[config.mk]
export PLATFORM = sky130hd
export DESIGN_NAME = ll_rd_req_intf
export DESIGN_NICKNAME = d
export VERILOG_FILES = /design/src/rtl/ll_pkg.sv /design/src/rtl/ll_rd_req_fifo.sv /design/src/rtl/ll_rd_req_intf.sv
export SDC_FILE = /design/constraint.sdc
export NUM_CORES = 1
export LEC_CHECK = 0
export CORE_MARGIN = 5
export CORE_UTILIZATION = 45
export DETAILED_ROUTE_END_ITERATION = 12
export PLACE_DENSITY = 0.81
export SKIP_LAST_GASP = 1
export SYNTH_ARGS = -nofsm -noshare
export SYNTH_HDL_FRONTEND = slang
export SYNTH_SLANG_ARGS = --single-unit
[constraint.sdc]
create_clock -name clk -period 3.2 [get_ports clk]
set_clock_uncertainty 0.15 [all_clocks]
set_input_delay 0.32 -clock clk [delete_from_list [all_inputs] [get_ports clk]]
set_output_delay 0.32 -clock clk [all_outputs]
set_load 0.005 [all_outputs]
[src/rtl/ll_pkg.sv]
// Shared types for the linked-list read request front end.
// Optional build macro used by the users of this package: LL_RD_TIMEOUT_EN.
package ll_pkg;

    localparam int unsigned PTR_WD     = 4;
    localparam int unsigned WR_DATA_WD = 8;

    // One buffered host request: pop flag plus node position.
    typedef struct packed {
        logic              pop;
        logic [PTR_WD-1:0] pos;
    } rd_req_entry_t;

    typedef enum logic [1:0] {
        StIdle,
        StIssue,
        StResp
    } t_rd_req_st;

endpackage

[src/rtl/ll_rd_req_fifo.sv]
// Small synchronous FIFO for host read requests. Pointers carry one extra
// wrap bit so full and empty are told apart by the MSB.
module ll_rd_req_fifo #(
    parameter int unsigned Width = 5,
    parameter int unsigned Depth = 4
) (
    input  logic             clk,
    input  logic             reset_n,
    input  logic             wr_en_i,
    input  logic [Width-1:0] wr_data_i,
    input  logic             rd_en_i,
    output logic [Width-1:0] rd_data_o,
    output logic             empty_o,
    output logic             full_nxt_o
);

    localparam int unsigned AddrW = $clog2(Depth);

    logic [AddrW:0]   wr_ptr_q, wr_ptr_d;
    logic [AddrW:0]   rd_ptr_q, rd_ptr_d;
    logic [Width-1:0] mem_q [Depth];
    logic             full, wr_fire, rd_fire;

    assign empty_o   = (wr_ptr_q == rd_ptr_q);
    assign full      = (wr_ptr_q[AddrW] != rd_ptr_q[AddrW]) &&
                       (wr_ptr_q[AddrW-1:0] == rd_ptr_q[AddrW-1:0]);
    assign wr_fire   = wr_en_i && !full;
    assign rd_fire   = rd_en_i && !empty_o;
    assign rd_data_o = mem_q[rd_ptr_q[AddrW-1:0]];

    // Next pointers, and the full flag they imply, so the owner can register ready.
    always_comb begin
        wr_ptr_d   = wr_ptr_q + {{AddrW{1'b0}}, wr_fire};
        rd_ptr_d   = rd_ptr_q + {{AddrW{1'b0}}, rd_fire};
        full_nxt_o = (wr_ptr_d[AddrW] != rd_ptr_d[AddrW]) &&
                     (wr_ptr_d[AddrW-1:0] == rd_ptr_d[AddrW-1:0]);
    end

    // Pointer state; synchronous active-low reset empties the FIFO.
    always_ff @(posedge clk) begin
        if (!reset_n) begin
            wr_ptr_q <= '0;
            rd_ptr_q <= '0;
        end else begin
            wr_ptr_q <= wr_ptr_d;
            rd_ptr_q <= rd_ptr_d;
        end
    end

    // Storage needs no reset; only entries between the pointers are ever read.
    always_ff @(posedge clk) begin
        if (wr_fire) begin
            mem_q[wr_ptr_q[AddrW-1:0]] <= wr_data_i;
        end
    end

endmodule

[src/rtl/ll_rd_req_intf.sv]
// Host-facing read front end of the linked-list engine: buffers requests,
// range-checks them against the node count, issues one at a time to the read
// controller and returns data or an error on a valid/ready response channel.
// Optional build macro: LL_RD_TIMEOUT_EN adds an ISSUE-state watchdog.
// The FIFO entry layout comes from ll_pkg, so PTR_WD must equal ll_pkg::PTR_WD.
module ll_rd_req_intf #(
    parameter int unsigned PTR_WD         = ll_pkg::PTR_WD,
    parameter int unsigned WR_DATA_WD     = ll_pkg::WR_DATA_WD,
    parameter int unsigned REQ_FIFO_DEPTH = 4
`ifdef LL_RD_TIMEOUT_EN
    ,
    parameter int unsigned TIMEOUT_CYC    = 64
`endif
) (
    input  logic                  clk,
    input  logic                  reset_n,
    input  logic                  host_rd_req_vld,
    output logic                  host_rd_req_rdy,
    input  logic                  host_rd_req_pop,
    input  logic [PTR_WD-1:0]     host_rd_req_pos,
    output logic                  host_rd_resp_vld,
    input  logic                  host_rd_resp_rdy,
    output logic [WR_DATA_WD-1:0] host_rd_resp_data,
    output logic                  host_rd_resp_err,
    input  logic [PTR_WD:0]       ll_node_cnt,
    output logic                  rd_req_vld,
    output logic                  rd_req_pop,
    output logic [PTR_WD-1:0]     rd_node_at_pos,
    input  logic                  rd_ctrl_ready,
    input  logic                  rd_data_out_vld,
    input  logic [WR_DATA_WD-1:0] rd_data_out
);
    import ll_pkg::*;

    t_rd_req_st            state_q, state_d;
    rd_req_entry_t         wr_entry, head;
    logic                  fifo_wr, fifo_rd, fifo_empty, fifo_full_nxt;
    logic                  head_err;
    logic                  rdy_q;
    logic                  resp_vld_q, resp_vld_d;
    logic                  resp_err_q, resp_err_d;
    logic [WR_DATA_WD-1:0] resp_data_q, resp_data_d;
    logic                  req_vld_q, req_vld_d;
    logic                  req_pop_q, req_pop_d;
    logic [PTR_WD-1:0]     req_pos_q, req_pos_d;

`ifdef LL_RD_TIMEOUT_EN
    localparam int unsigned TmoW = (TIMEOUT_CYC > 1) ? $clog2(TIMEOUT_CYC) : 1;
    logic [TmoW-1:0] tmo_cnt_q, tmo_cnt_d;
    logic            tmo_hit;
    assign tmo_hit = (tmo_cnt_q == TmoW'(TIMEOUT_CYC - 1));
`endif

    assign wr_entry.pop = host_rd_req_pop;
    assign wr_entry.pos = host_rd_req_pos;
    assign fifo_wr      = host_rd_req_vld && rdy_q;

    ll_rd_req_fifo #(
        .Width ($bits(rd_req_entry_t)),
        .Depth (REQ_FIFO_DEPTH)
    ) u_req_fifo (
        .clk        (clk),
        .reset_n    (reset_n),
        .wr_en_i    (fifo_wr),
        .wr_data_i  (wr_entry),
        .rd_en_i    (fifo_rd),
        .rd_data_o  (head),
        .empty_o    (fifo_empty),
        .full_nxt_o (fifo_full_nxt)
    );

    // Reject positions past the list end and pops from an empty list.
    assign head_err = ({1'b0, head.pos} >= ll_node_cnt) ||
                      (head.pop && (ll_node_cnt == '0));

    // Next-state and registered-output decode for the request FSM.
    always_comb begin
        state_d     = state_q;
        fifo_rd     = 1'b0;
        resp_vld_d  = resp_vld_q;
        resp_err_d  = resp_err_q;
        resp_data_d = resp_data_q;
        req_vld_d   = req_vld_q;
        req_pop_d   = req_pop_q;
        req_pos_d   = req_pos_q;
`ifdef LL_RD_TIMEOUT_EN
        tmo_cnt_d   = tmo_cnt_q;
`endif
        unique case (state_q)
            StIdle: begin
                if (!fifo_empty && rd_ctrl_ready) begin
                    fifo_rd = 1'b1;
                    if (head_err) begin
                        resp_vld_d  = 1'b1;
                        resp_err_d  = 1'b1;
                        resp_data_d = '0;
                        state_d     = StResp;
                    end else begin
                        req_vld_d = 1'b1;
                        req_pop_d = head.pop;
                        req_pos_d = head.pos;
`ifdef LL_RD_TIMEOUT_EN
                        tmo_cnt_d = '0;
`endif
                        state_d   = StIssue;
                    end
                end
            end
            StIssue: begin
`ifdef LL_RD_TIMEOUT_EN
                tmo_cnt_d = tmo_cnt_q + 1'b1;
`endif
                if (rd_data_out_vld) begin
                    resp_vld_d  = 1'b1;
                    resp_err_d  = 1'b0;
                    resp_data_d = rd_data_out;
                    req_vld_d   = 1'b0;
                    req_pop_d   = 1'b0;
                    req_pos_d   = '0;
                    state_d     = StResp;
                end
`ifdef LL_RD_TIMEOUT_EN
                else if (tmo_hit) begin
                    resp_vld_d  = 1'b1;
                    resp_err_d  = 1'b1;
                    resp_data_d = '0;
                    req_vld_d   = 1'b0;
                    req_pop_d   = 1'b0;
                    req_pos_d   = '0;
                    state_d     = StResp;
                end
`endif
            end
            StResp: begin
                if (host_rd_resp_rdy) begin
                    resp_vld_d  = 1'b0;
                    resp_err_d  = 1'b0;
                    resp_data_d = '0;
                    state_d     = StIdle;
                end
            end
            default: state_d = StIdle;
        endcase
    end

    // State and output registers; reset drops any in-flight request silently.
    always_ff @(posedge clk) begin
        if (!reset_n) begin
            state_q     <= StIdle;
            rdy_q       <= 1'b0;
            resp_vld_q  <= 1'b0;
            resp_err_q  <= 1'b0;
            resp_data_q <= '0;
            req_vld_q   <= 1'b0;
            req_pop_q   <= 1'b0;
            req_pos_q   <= '0;
`ifdef LL_RD_TIMEOUT_EN
            tmo_cnt_q   <= '0;
`endif
        end else begin
            state_q     <= state_d;
            rdy_q       <= !fifo_full_nxt;
            resp_vld_q  <= resp_vld_d;
            resp_err_q  <= resp_err_d;
            resp_data_q <= resp_data_d;
            req_vld_q   <= req_vld_d;
            req_pop_q   <= req_pop_d;
            req_pos_q   <= req_pos_d;
`ifdef LL_RD_TIMEOUT_EN
            tmo_cnt_q   <= tmo_cnt_d;
`endif
        end
    end

    assign host_rd_req_rdy   = rdy_q;
    assign host_rd_resp_vld  = resp_vld_q;
    assign host_rd_resp_err  = resp_err_q;
    assign host_rd_resp_data = resp_data_q;
    assign rd_req_vld        = req_vld_q;
    assign rd_req_pop        = req_pop_q;
    assign rd_node_at_pos    = req_pos_q;

endmodule

# [After elaboration in Yosys (flattened, before gate mapping)]
# Memory sizes are Yosys's and may differ from the RTL's. A register that Yosys moved wholly into a read port is not among the register bits.
# Index checks and enable logic that the tools add are counted.
# Widths: inputs -> output; s select.
[classes] n_div=0 n_bitwise=0 eq_ne=12 mul=0 mux=32 magnitude_cmp=1 n_shift=0 n_addsub=2 n_reduce_logical=18
[op_table] op="$mux 8" count=4
[op_table] op="$pmux 8 s3" count=1
[op_table] op="$mux 1" count=13
[op_table] op="$mux 4" count=3
[op_table] op="$mux 2" count=5
[op_table] op="$ne 2x2->1 const B" count=5
[op_table] op="$pmux 4 s2" count=1
[op_table] op="$logic_and 1x1->1" count=7
[op_table] op="$add 3x1->3" count=2
[op_table] op="$pmux 1 s3" count=2
[op_table] op="$pmux 2 s3" count=1
[op_table] op="$ge 4x5->1" count=1
[op_table] op="$logic_not 5->1" count=1
[op_table] op="$reduce_and 5->1" count=1
[op_table] op="$eq 2x2->1" count=2
[op_table] op="$pmux 1 s2" count=2
[op_table] op="$reduce_and 4->1" count=1
[op_table] op="$eq 3x3->1" count=1
[op_table] op="$logic_not 1->1" count=3
[op_table] op="$reduce_and 3->1" count=1
[op_table] op="$reduce_bool 3->1" count=1
[op_table] op="$eq 2x1->1 const B" count=1
[op_table] op="$eq 2x2->1 const B" count=1
[op_table] op="$logic_not 2->1" count=1
[op_table] op="3 further kinds" count=4
[word_totals] memories=1 reg_bits=25 in_bits=24 output_inout_bits=17 mem_bits_rw=20 rom_bits=0 latchBits=0 word_cells=76
[memory_table] memory="u_req_fifo.mem_q" depth=4 width=5 rd=1 rd_ports_with_merged_regs=1 wr=1 line="ll_rd_req_fifo.sv:21" text="logic [Width-1:0] mem_q [Depth];"

# [Longest topological paths before layout]
# Gate-level depths: netlist of run 1.
[depth] word_depth=10 mapped_depth=10 mapped_depth_nobuf=9

# [Cells and area by module]
# A second synthesis of run 1 with hierarchy kept.
[unflattened] cells_unflattened=172 area_unflattened_um2=2122.0
[modules_own_cells] module="ll_rd_req_fifo" seq_area_each_um2=720.7 cells_each=60 area_each_um2=1092.3 instances=1
[modules_own_cells] module="ll_rd_req_intf" seq_area_each_um2=380.4 cells_each=112 area_each_um2=1029.7 instances=1

# [Least setup slack after synthesis of run 1]
# OpenSTA, ideal clock, no wires.
[synth_timing] path_type="register -> register" startpoint="register u_req_fifo.rd_ptr_q[0]" endpoint="register resp_data_q[0] (netlist: host_rd_resp_data[0])" setup_ns=0.072 arrival_time_ns=2.501 setup_slack_ns=0.477 required_time_ns=2.978 path_buffers=2 period_less_slack_ns=2.723 stages_incl_launch_ff=11 path_cell_list="dfxtp_1 > buf_6 > mux4_1 > inv_1 > ha_1 > nand2b_1 > a2111o_1 > a211o_1 > nand3b_2 > buf_6 > mux2i_1"
[synth_between] elab_chain_cells=5
[synth_lines] element="start, declared" line="ll_rd_req_fifo.sv:20" text="logic [AddrW:0] rd_ptr_q, rd_ptr_d;"
[synth_lines] element="start signal, assigned" line="ll_rd_req_fifo.sv:46" text="rd_ptr_q <= rd_ptr_d;"
[synth_lines] element="$eq 3x3->1" line="ll_rd_req_fifo.sv:24" text="assign empty_o = (wr_ptr_q == rd_ptr_q);"
[synth_lines] element="$logic_not 1->1" line="ll_rd_req_intf.sv:91" text="if (!fifo_empty && rd_ctrl_ready) begin"
[synth_lines] element="$logic_and 1x1->1" line="ll_rd_req_intf.sv:91"
[synth_lines] element="$ne 2x2->1 (no source line)"
[synth_lines] element="$reduce_and 5->1 (no source line)"
[synth_lines] element="end signal, assigned" line="ll_rd_req_intf.sv:165" text="resp_data_q <= resp_data_d;"
[synth_lines] element="end, declared" line="ll_rd_req_intf.sv:42" text="logic [WR_DATA_WD-1:0] resp_data_q, resp_data_d;"
# Every way passes these cells.
# A chain may end at the register's enable or synchronous reset.

# [Worst setup path after layout of run 1]
[layout_timing] startpoint="register u_req_fifo.rd_ptr_q[0]" endpoint="register resp_data_q[1] (netlist: host_rd_resp_data[1])"
# Same word-level chain as after synthesis.

==> results of run 1 <==
-- registers in the layout, indices dropped and copies added, names as in the netlist --
name and count:
u_req_fifo.rd_ptr_q 3, u_req_fifo.wr_ptr_q 3, host_rd_req_rdy 1, rd_req_vld 1
rd_node_at_pos 4, host_rd_resp_vld 1, rd_req_pop 1, state_q 2
u_req_fifo.mem_q 20, host_rd_resp_data 8, host_rd_resp_err 1
-- layer usage --
layer / GRT usage (%) / wire length, um / up-vias / part of all wire, %
met5: 0 / 0 / - / 0
met4: 5.07 / 54 / 0 / 1.4
met3: 4.69 / 254 / 7 / 6.5
met2: 21.7 / 1770 / 37 / 46
met1: 17.5 / 1810 / 626 / 46
li1: - / - / 692 / -
-- power by group through the flow --
stage	clock network (mW)	logic (mW)	registers, mW
3_5_place_dp	0	0.460	0.714
5_1_grt	0.539	0.505	0.709
6_report	0.498	0.458	0.700
2_1_floorplan	0	0.298	0.712
3_3_place_gp	0	0.452	0.713
4_1_cts	0.515	0.463	0.701
-- stage by stage --
step	utilization, %	setup WS [ns]
floorplan	-	0.477
CTS	59.7	0.286
global placement	56.7	0.407
global route	59.7	0.162
detailed placement	56.7	0.314
finish	59.7	0.288
-- worst min-delay path: stages (launching register included) --
cell and delay, ns:
dfxtp_1 0.31, nand2_1 0.05, mux2i_1 0.05
-- layout make-up --
cell class | instances | area share (%)
Clock buffer | 5 | 2.59
Clock inverter | 3 | 2.45
Inverter | 11 | 1.56
Multi-Input combinational cell | 111 | 33.5
Sequential cell | 45 | 41.5
Tap cell | 52 | 2.45
Timing Repair Buffer | 43 | 15.9
-- cell families (layout without fill, tap and decap cells) --
group,Yosys count,in the layout,share of synthesized area (%)
fa+ha+maj,12,12,7.18
buf+inv,17,62,4.85
simple gates,54,54,12.6
compound gates,13,13,4.25
flops,45,45,52.7
mux,23,23,14.7
xor+xnor,9,9,3.77
-- synth_stat cells (2+ instances only) --
cell / n
a21oi_1: 3
a31oi_1: 2
and2_1: 8
and3_1: 2
buf_6: 2
dfxtp_1: 25
edfxtp_1: 20
ha_1: 12
inv_1: 11
mux2i_1: 18
mux4_1: 4
nand2_1: 32
nor2_1: 3
o21ai_0: 2
xor2_1: 8
-- path summary, 6_finish.rpt --
path	slack, ns	start	cells past startpoint	to
worst max register to register	0.29	u_req_fifo.rd_ptr_q[0]	8	host_rd_resp_data[1]
worst min register to register	0.31	rd_node_at_pos[1]	2	rd_node_at_pos[1]
worst min-delay path	0.31	rd_node_at_pos[1]	2	rd_node_at_pos[1]
worst max-delay path	0.29	u_req_fifo.rd_ptr_q[0]	8	host_rd_resp_data[1]
==> flow_summary.json, run 1 <==
{
  "status": "finished, final reports clean",
  "clkSinkCount": 45,
  "mostFrequentLayoutCell": "clkdlybuf4s50_1",
  "max_stage_delay_ns": 0.60,
  "synth_warnings": 0,
  "rows": 24,
  "combPwrFrac_pct": 27.6,
  "synth_cell_type_count": 36,
  "dp_hpwl_um": 2940,
  "track_usage_pct": 13.7,
  "syn2layout_area_growth_pct": 26.9,
  "vias": 1362,
  "port_buffers": 40,
  "grt-ovfl-total": 0,
  "drt_pass1_iterations": 4,
  "io_pins": 41,
  "dominantRegCellSynth": "dfxtp_1",
  "syn_area_per_cell_um2": 12.1,
  "drc": 0,
  "clockPowerShare_pct": 30.1,
  "gp_congestion": 0.839,
  "cp_data_required_time_ns": 3.28,
  "core_mm2": 0.00444,
  "worstPathArrival_ns": 2.99,
  "synthCells": 173,
  "crit_family": "multiplexers",
  "num-fill-cells": 370,
  "clockBufferDepth": 2,
  "hold_viol_final": 0,
  "diodes": 0,
  "netSwitchingFraction_pct": 26.2,
  "final_nets": 253,
  "grt_pass1_wl_um": 6560,
  "die_area_mm2": 0.00611,
  "dp_cells": 262,
  "cellPowerDensity_mw_per_mm2": 624,
  "synth.area.top_cells": "edfxtp_1 29%, dfxtp_1 24%, mux2i_1 8.6%, ha_1 7.2%, nand2_1 5.7%",
  "cts_tree": "built",
  "crit_buf_inv": 1,
  "critPathKind": "reg2reg",
  "setup_violations": 0,
  "stdcell_area_mm2": 0.00265,
  "htree_levels": 2,
  "p_total_mw": 1.66,
  "timing.final.crit_share_pct": 91.0,
  "fin_cells": 270,
  "start_util_pct": 47.0,
  "vdd_ir_drop_max_mv": 0.320,
  "drtIter0Drc": 56,
  "rsz0062_at_grt": "no",
  "p_seq_share_pct": 42.3,
  "place_area_mm2": 0.00252,
  "yosysTopAreaCellShare_pct": 28.7,
  "synth_edf_count": 20,
  "drv_slew": 0,
  "relSlewSlack_pct": 66.7,
  "wl_per_cell_um": 14.4,
  "switchingPower_uw": 434,
  "fin_hold_ws_ns": 0.313,
  "worstSkewPairLatency_ns": 0.30,
  "cts_resized": 0,
  "routed_wl_um": 3890,
  "final_cell_mix": "40 x clkdlybuf4s50_1, 32 x nand2_1, 25 x dfxtp_1",
  "max_freq_mhz": 343,
  "hp-class": "reg2reg",
  "crit_chain": "mux4_1, inv_1, ha_1, nand2b_1, a2111o_1, a211o_1, nand3b_2, mux2i_1",
  "p_int_mw": 1.22,
  "grt_max_degree": 29,
  "viasPerCell": 5.04,
  "post_cts_buffers": 0,
  "p_leak_nw": 1.15,
  "hold_buffers": 0,
  "syn-cell-area_mm2": 0.00209,
  "cts.clk_slew.worst_paths_ns": 0.08,
  "die_h_um": 78.2,
  "path_max_fanout": 10,
  "start_kind": "register",
  "syn-num-nets": 209,
  "worst_pin_slew_ns": 0.495,
  "antenna_left": 0,
  "clock-root-buffer": "clkbuf_8",
  "synth_area_leader_cell": "edfxtp_1",
  "grt_pass1_vias": 1368,
  "synth-seq-cells": 45,
  "ys_seq_area_share_pct": 52.7,
  "async_flop_share_pct": 0,
  "maxCapViolCount": 0,
  "antenna_found_initial": 0,
  "regArea_mm2": 0.00110,
  "crit_slowest_cell": "mux4_1",
  "setup_tns_ns": 0,
  "die_x_um": 78.2,
  "cts_buffers": 5,
  "final.min_clock_period_ns": 2.91,
  "layout-drive-gt1-share_pct": 6.88,
  "crit_path_end_kind": "register",
  "multi_input_area_um2": 888
}
No activity file was read; power rests on OpenSTA's default activity.
==> run 2, diff against run 1 <==
Settings changed: CAP_MARGIN from default to 20, HOLD_SLACK_MARGIN from default to 0.12.
==> results of run 2 <==
Same layout as run 1: the final DEF is identical, and so are final timing and power.
==> run 3, diff against run 2 <==
Settings changed: CORE_MARGIN 5 to default.
==> flow_summary.json, run 3 (synthesized netlist as in run 1, its figures left out) <==
{
  "setup_violations": 0,
  "postLayoutCoreUtil_pct": 59.4,
  "drtIter0Drc": 65,
  "core_mm2": 0.00441,
  "clock-root-buffer": "clkbuf_8",
  "drv_slew": 0,
  "maxCapViolCount": 0,
  "drt_pass1_iterations": 4,
  "cts_resized": 0,
  "worstSkewPairLatency_ns": 0.29,
  "post_cts_buffers": 0,
  "final_cell_mix": "40 x clkdlybuf4s50_1, 32 x nand2_1, 25 x dfxtp_1",
  "grt-ovfl-total": 0,
  "io_pins": 41,
  "place_area_mm2": 0.00253,
  "whs_endpoint": "host_rd_resp_err",
  "fin_cells": 271,
  "r2r_cells": 8,
  "start_util_pct": 47.4,
  "status": "finished, final reports clean",
  "crit_chain": "mux4_1, inv_1, ha_1, nand2b_1, a2111o_1, a211o_1, nand3b_2, mux2i_1",
  "critPathKind": "reg2reg",
  "dp_hpwl_um": 2940,
  "setup_tns_ns": 0,
  "wl_per_cell_um": 14.0,
  "min_from": "host_rd_resp_err",
  "max_stage_delay_ns": 0.59,
  "diodes": 0,
  "clockBufferDepth": 2,
  "viasPerCell": 5.01,
  "hold_viol_final": 0,
  "vias": 1358,
  "regArea_mm2": 0.00110,
  "cp_data_required_time_ns": 3.26,
  "antenna_found_initial": 0,
  "syn2layout_area_growth_pct": 25.4,
  "p_leak_nw": 1.14,
  "grt_pass1_vias": 1379,
  "crit_path_end_kind": "register",
  "die_x_um": 70.2,
  "drc": 0,
  "worstPathArrival_ns": 2.98,
  "reg2reg_slack_ns": 0.29,
  "num-fill-cells": 356,
  "cellPowerDensity_mw_per_mm2": 579,
  "port_buffers": 40,
  "relSlewSlack_pct": 63.1,
  "grt_pass1_wl_um": 6380,
  "htree_levels": 2,
  "whs_path_depth": 2,
  "clkSinkCount": 45,
  "final_nets": 254,
  "start_kind": "register",
  "path_max_fanout": 10,
  "mostFrequentLayoutCell": "clkdlybuf4s50_1",
  "rows": 24,
  "gp_congestion": 0.775,
  "cts_tree": "built",
  "grt_max_degree": 25,
  "final.min_clock_period_ns": 2.91,
  "fin_hold_ws_ns": 0.313,
  "vdd_ir_drop_max_mv": 0.429,
  "max_freq_mhz": 343,
  "track_usage_pct": 16.8,
  "multi_input_area_um2": 888,
  "hold_buffers": 0,
  "stdcell_area_mm2": 0.00262,
  "cts_buffers": 5,
  "die_h_um": 70.2,
  "cts.clk_slew.worst_paths_ns": 0.09,
  "worst_slack_ns": 0.287,
  "p_total_mw": 1.52,
  "rsz0062_at_grt": "no",
  "antenna_left": 0,
  "worst_pin_slew_ns": 0.548,
  "layout-drive-gt1-share_pct": 7.31,
  "crit_slowest_cell": "mux4_1",
  "place_ws_ns": 0.325,
  "hp-class": "reg2reg",
  "die_area_mm2": 0.00492,
  "routed_wl_um": 3780,
  "timing.final.crit_share_pct": 91.0,
  "worstReg2RegEnd": "host_rd_resp_data[2]",
  "dp_cells": 263,
  "r2r-start": "u_req_fifo.rd_ptr_q[0]",
  "largest_register_ffs": 20
}
==> run 3: cell types whose count changed in the layout (fill, tap and decap cells not counted) <==
cell,before,now
clkinv_4,0,2
buf_4,3,4
inv_6,0,1
clkinvlp_2,1,0
bufinv_16,2,0
==> run 3: final cells by class <==
type,instances,share of cell area [%]
Tap cell,52,2.48
Inverter,11,1.58
Timing Repair Buffer,44,16.4
Clock buffer,5,2.63
Clock inverter,3,1.00
Multi-Input combinational cell,111,33.9
Sequential cell,45,42.0
==> run 3: where the power goes <==
group | switching [mW] | internal, mW | total (mW)
logic | 0.210 | 0.251 | 0.460
clock network | 0.200 | 0.159 | 0.359
registers | 0.0360 | 0.663 | 0.699
==> run 3: worst max-delay path by stage <==
stage	start	endpoint	slack, ns
4_1_cts	u_req_fifo.rd_ptr_q[0]	host_rd_resp_data[2]	0.28
3_5_place_dp	u_req_fifo.rd_ptr_q[0]	host_rd_resp_data[2]	0.33
3_3_place_gp	u_req_fifo.rd_ptr_q[0]	host_rd_resp_data[4]	0.44
6_report	u_req_fifo.rd_ptr_q[0]	host_rd_resp_data[2]	0.29
5_1_grt	u_req_fifo.rd_ptr_q[0]	host_rd_resp_data[5]	0.16
2_1_floorplan	u_req_fifo.rd_ptr_q[0]	host_rd_resp_data[0]	0.48
==> run 3: critical path: cells and delay by family, from the launching register on <==
kind | cells | cell delay, ns
buffers and inverters | 1 | 0.08
multiplexers | 2 | 0.84
flip-flops | 1 | 0.36
AND/OR/NAND/NOR | 2 | 0.45
AO/OA/AOI/OAI | 2 | 0.73
adder cells (fa/ha/maj) | 1 | 0.22
==> run 3: per-layer routing <==
metal / track usage (%) / routed length, um / up-vias
met5: 0 / 0 / -
met2: 27.6 / 1830 / 38
met4: 5.33 / 39 / 0
met1: 21.3 / 1720 / 622
met3: 4.76 / 196 / 5
li1: - / - / 693
